==> src/rtl/led_matrix_scanner.sv <==
// led_matrix_scanner
// Scans a SIZE-column, WIDTH-row common-row LED matrix. Once per frame it
// copies the pattern array into a shadow buffer, so a shift in progress
// upstream never shows up as a torn frame. Each column gets an all-off
// blanking gap, then DWELL cycles of drive with 4-bit PWM on the rows.
// Outputs decode the registered state and counters directly, so they
// change in the same cycle as the state that produces them.

module led_matrix_scanner #(
  parameter int WIDTH = 8,
  parameter int SIZE  = 16,
  parameter int DWELL = 1000,
  parameter int BLANK = 4
) (
  input  logic                    clk,
  input  logic                    rst,
  input  logic [WIDTH-1:0]        frame_in [SIZE-1:0],
  input  logic [3:0]              brightness,
  output logic [$clog2(SIZE)-1:0] col_sel,
  output logic [SIZE-1:0]         col_onehot,
  output logic [WIDTH-1:0]        row_out,
  output logic                    frame_done
);

  localparam int COL_W = $clog2(SIZE);
  // One counter times both the blanking gap and the drive dwell.
  localparam int CNT_W = $clog2(DWELL + BLANK + 1);

  typedef enum logic [1:0] {
    S_LOAD  = 2'd0,
    S_BLANK = 2'd1,
    S_DRIVE = 2'd2
  } state_t;

  localparam logic [COL_W-1:0] LAST_COL  = COL_W'(SIZE - 1);
  localparam logic [CNT_W-1:0] DWELL_END = CNT_W'(DWELL - 1);
  localparam logic [CNT_W-1:0] BLANK_END = CNT_W'((BLANK > 0) ? (BLANK - 1) : 0);
  localparam logic [3:0]       PWM_LAST  = 4'd14;
  localparam logic [SIZE-1:0]  COL_BIT0  = {{(SIZE-1){1'b0}}, 1'b1};
  // With no blanking configured, every column goes straight to drive.
  localparam state_t           POST_GAP  = (BLANK > 0) ? S_BLANK : S_DRIVE;

  state_t             state_q;
  logic [COL_W-1:0]   col_q;
  logic [CNT_W-1:0]   cnt_q;
  logic [3:0]         pwm_q;
  logic [3:0]         bright_q;
  logic               first_frame_q;
  logic [WIDTH-1:0]   shadow_q [SIZE];

  // Scan sequencer: frame load, per-column blank/drive timing, PWM phase.
  always_ff @(posedge clk) begin
    if (rst) begin
      state_q       <= S_LOAD;
      col_q         <= '0;
      cnt_q         <= '0;
      pwm_q         <= 4'd0;
      bright_q      <= 4'd0;
      first_frame_q <= 1'b1;
      for (int c = 0; c < SIZE; c++) begin
        shadow_q[c] <= '0;
      end
    end else begin
      case (state_q)
        S_LOAD: begin
          // The only point where upstream data and brightness are taken in.
          for (int c = 0; c < SIZE; c++) begin
            shadow_q[c] <= frame_in[c];
          end
          bright_q      <= brightness;
          col_q         <= '0;
          cnt_q         <= '0;
          pwm_q         <= 4'd0;
          first_frame_q <= 1'b0;
          state_q       <= POST_GAP;
        end
        S_BLANK: begin
          if (cnt_q == BLANK_END) begin
            cnt_q   <= '0;
            pwm_q   <= 4'd0;
            state_q <= S_DRIVE;
          end else begin
            cnt_q   <= cnt_q + CNT_W'(1);
          end
        end
        S_DRIVE: begin
          if (cnt_q == DWELL_END) begin
            cnt_q <= '0;
            // PWM phase restarts on every drive entry.
            pwm_q <= 4'd0;
            if (col_q == LAST_COL) begin
              // Columns only wrap through a fresh frame load.
              col_q   <= '0;
              state_q <= S_LOAD;
            end else begin
              col_q   <= col_q + COL_W'(1);
              state_q <= POST_GAP;
            end
          end else begin
            cnt_q <= cnt_q + CNT_W'(1);
            pwm_q <= (pwm_q == PWM_LAST) ? 4'd0 : (pwm_q + 4'd1);
          end
        end
        default: begin
          state_q <= S_LOAD;
          col_q   <= '0;
          cnt_q   <= '0;
          pwm_q   <= 4'd0;
        end
      endcase
    end
  end

  // Pin decode: column enable only in drive, rows gated by the PWM phase.
  always_comb begin
    col_sel    = col_q;
    col_onehot = '0;
    row_out    = '0;
    frame_done = 1'b0;
    case (state_q)
      S_LOAD: begin
        // The very first load after reset does not close a frame.
        frame_done = ~first_frame_q;
      end
      S_BLANK: begin
        col_onehot = '0;
      end
      S_DRIVE: begin
        col_onehot = COL_BIT0 << col_q;
        if (pwm_q < bright_q) begin
          row_out = shadow_q[col_q];
        end else begin
          row_out = '0;
        end
      end
      default: begin
        col_onehot = '0;
      end
    endcase
  end

endmodule

==> config.mk <==
export PLATFORM = sky130hd
export DESIGN_NAME = led_matrix_scanner
export DESIGN_NICKNAME = d
export VERILOG_FILES = /design/src/rtl/led_matrix_scanner.sv
export SDC_FILE = /design/constraint.sdc
export NUM_CORES = 1
export LEC_CHECK = 0
export CELL_PAD_IN_SITES_DETAIL_PLACEMENT = 1
export CELL_PAD_IN_SITES_GLOBAL_PLACEMENT = 1
export CORE_MARGIN = 5
export CORE_UTILIZATION = 30
export DETAILED_ROUTE_END_ITERATION = 7
export PLACE_DENSITY_LB_ADDON = 0.25
export SLEW_MARGIN = 20
export SYNTH_ARGS = -nofsm -noshare
export SYNTH_HDL_FRONTEND = slang
export SYNTH_SLANG_ARGS = --single-unit
==> constraint.sdc <==
create_clock -name clk -period 3.28 [get_ports clk]
set_clock_uncertainty 0.1 [all_clocks]
set_input_delay 0.328 -clock clk [delete_from_list [all_inputs] [get_ports clk]]
set_output_delay 0.328 -clock clk [all_outputs]
set_load 0.01 [all_outputs]
==> flow_metrics.env <==
export IMPL_p_per_area_mw_per_mm2=654
export IMPL_die_area_mm2=0.0276
export IMPL_cp_cell_sequence="buf_4 -> mux4_2 -> mux2i_1 -> mux2_2 -> a211oi_1 -> clkdlybuf4s50_1"
export IMPL_synth_top_area_frac=0.525
export IMPL_cts_hold_buf=0
export IMPL_ir_worst_vdd_mv=0.335
export IMPL_total_power_mw=6.57
export IMPL_grt_max_degree=81
export IMPL_clockBufferDepth=2
export IMPL_totalWireLength_um=20400
export IMPL_path_delay_family="buffers and inverters"
export IMPL_die_w_um=166
export IMPL_area_growth_syn_to_layout_pct=37.1
export IMPL_synthArstFlopShare=0
export IMPL_relSlewSlack=0.436
export IMPL_arrival_ps=2730
export IMPL_ys_flop_type="edfxtp_1"
export IMPL_cts_sinks=157
export IMPL_diodes=0
export IMPL_htree_levels=4
export IMPL_final_cell_mix="clkdlybuf4s50_1, edfxtp_1, and2_1"
export IMPL_worstHoldEndpoint="state_q[0]"
export IMPL_cts_root_buf="clkbuf_16"
export IMPL_cp_max_fo=14
export IMPL_first_iter_violations=213
export IMPL_finalInstanceArea_mm2=0.0100
export IMPL_grt_overflow=0
export IMPL_hold_depth=2
export IMPL_ys_ff_latch=157
export IMPL_synth_largest_area_cell="edfxtp_1"
export IMPL_grt_usage=0.146
export IMPL_grt_pass1_vias=5342
export IMPL_pre_cts_slack_ps=318
export IMPL_synth_top_family_by_area="simple AND/OR/NAND/NOR gates"
export IMPL_synth_xor_area_share=0.00957
export IMPL_max_cap_viol_count=0
export IMPL_timing_rr_start="cnt_q[0]"
export IMPL_synth_cell_area_mm2=0.00732
export IMPL_hold_start="rst"
export IMPL_syn_inst=527
export IMPL_initial_core_util=0.303
export IMPL_worst_setup_path_type="reg2out"
export IMPL_numCtsBuffers=17
export IMPL_grt_antenna_before_repair=3
export IMPL_cts_tree="done"
export IMPL_cp_start_kind="flop"
export IMPL_finalHoldViolCount=0
export IMPL_via_count=4822
export IMPL_max_stage_delay_ps=600
export IMPL_r2r_slack_ps=870
export IMPL_drc=0
export IMPL_drive_gt1_frac=0.133
export IMPL_min_path_type="in2reg"
export IMPL_rsz0062_at_grt="no"
export IMPL_port_buffers=162
export IMPL_fin_crit_sh=0.964
export IMPL_cp_end_kind="output pin"
export IMPL_p_leak_nw=3.61
export IMPL_fin_crit_ps=3160
export IMPL_die_height_um=166
export IMPL_row_count=57
export IMPL_synth_compound_area_frac=0.0292
export IMPL_fmax_mhz=316
export IMPL_synth_area_leaders="edfxtp_1, mux4_2, dfxtp_1"
export IMPL_first_pass_iters=4
export IMPL_synth_simple_area_share=0.167
export IMPL_ys_seq_area_frac=0.604
export IMPL_synthAdderAreaFrac=0.0273
export IMPL_postRouteAntennaNets=0
export IMPL_worstMarginPinSlew_ps=836
export IMPL_worstPathRequired_ps=2850
export IMPL_io_pins=163
export IMPL_tns_ps=0
export IMPL_synth_edff_count=128
export IMPL_worst_path_buf_inv=2
export IMPL_setup_viol=0
export IMPL_placed_area_mm2=0.00935
export IMPL_avgSynthCellArea_um2=13.9
export IMPL_outcome="completed"
export IMPL_synth_mux_area_frac=0.138
export IMPL_hpwl_um=15100
export IMPL_worstSkewPairLatency_ps=420
export IMPL_grt_pass1_wl_um=31000
export IMPL_layout_cells_most_common="clkdlybuf4s50_1"
export IMPL_crit_path_top_delay_cell="clkdlybuf4s50_1"
export IMPL_gp_congestion=0.862
export IMPL_reg2reg_depth=5
export IMPL_slew_violations=0
export IMPL_nNetsFinal=845
export IMPL_synth_nets=677
export IMPL_clkTransAtPathRegs_ps=70
export IMPL_vias_per_cell=4.67
export IMPL_core_area_mm2=0.0242
export IMPL_synth_cell_types=42
export IMPL_yosysWarnings=0
export IMPL_setup_ws_ps=118
export IMPL_wire_per_inst_um=19.8
power by group:
part | switching [mW] | internal, mW
logic | 0.699 | 0.649
clock network | 0.802 | 1.28
registers | 0.213 | 2.92
logic make-up (layout without fill, tap and decap cells):
logic type,Yosys count,after routing
AOI/OAI and AO/OA,30,30
xor gates and xnor gates,8,8
adders and majority gates,16,16
buffers and inverters,45,226
DFF,157,157
muxes,60,60
and+or+nand+nor,211,211
synthesized netlist by cell type, types with 2 or more instances:
cell and number:
mux2i_1 20, o41ai_1 2, a211oi_1 8, xnor2_1 6, nor2b_1 50, nand3b_1 4
or4_1 4, edfxtp_1 128, dfxtp_1 29, mux2_2 8, mux4_2 32, o31ai_1 3
buf_1 6, ha_1 16, nand2b_1 4, nor2_1 30, inv_1 13, nor3_1 7
nand2_1 11, and3b_1 2, nand3_1 8, clkbuf_1 20, a31oi_1 2, buf_2 5
nor4b_1 2, xor2_1 2, and2_1 80, o21ai_0 2, a21o_1 4, and3_1 3
nand4_1 2, a21oi_1 4
metrics by stage:
stage               hold WS [ps]  instances  utilization
finish                       274       1032        0.415
global route                 326       1032        0.415
CTS                          271       1025        0.413
detailed placement           349        993        0.387
global placement             334        993        0.387
floorplan                    318        527            -
worst register-to-register path, stage by stage (launching register included):
cell and delay [ps]:
dfxtp_1 360, ha_1 240, nand2_1 160, o41ai_1 810
a21oi_1 250, a211o_1 360
registers in the layout, summed over array words and instances, names as in the netlist, named ones only:
name and flops:
bright_q 4, col_sel 4, cnt_q 10, shadow_q 128
state_q 2, first_frame_q 1, pwm_q 4
worst max path at each step:
stage	startpoint	end	slack [ps]	cells after the start
global placement	flop	row_out[3]	350	6
floorplan	state_q[0]	shadow_q[0][0]	300	4
CTS	flop	row_out[1]	60	6
detailed placement	flop	row_out[1]	320	6
global route	flop	row_out[1]	3	6
finish	flop	row_out[1]	120	6
timing repair:
action / CTS / global route
setup endpoints to repair: 7 / 4
resized for setup: 1 / 0
pin swaps: 0 / 0
setup buffers: 0 / 7
per-layer routing:
layer  track usage  share of wire
met1         0.182           0.43
met2         0.249           0.50
met3        0.0443          0.050
met4        0.0374          0.014
met5             0         0.0017
cell type report:
type | count | area [um^2]
Fill cell | 2506 | 14100
Sequential cell | 157 | 4430
Multi-Input combinational cell | 325 | 2730
Timing Repair Buffer | 181 | 1810
Clock buffer | 19 | 433
Tap cell | 324 | 405
Clock inverter | 13 | 190
Inverter | 13 | 48.8
Note: power is estimated with default switching activity, not from simulation.
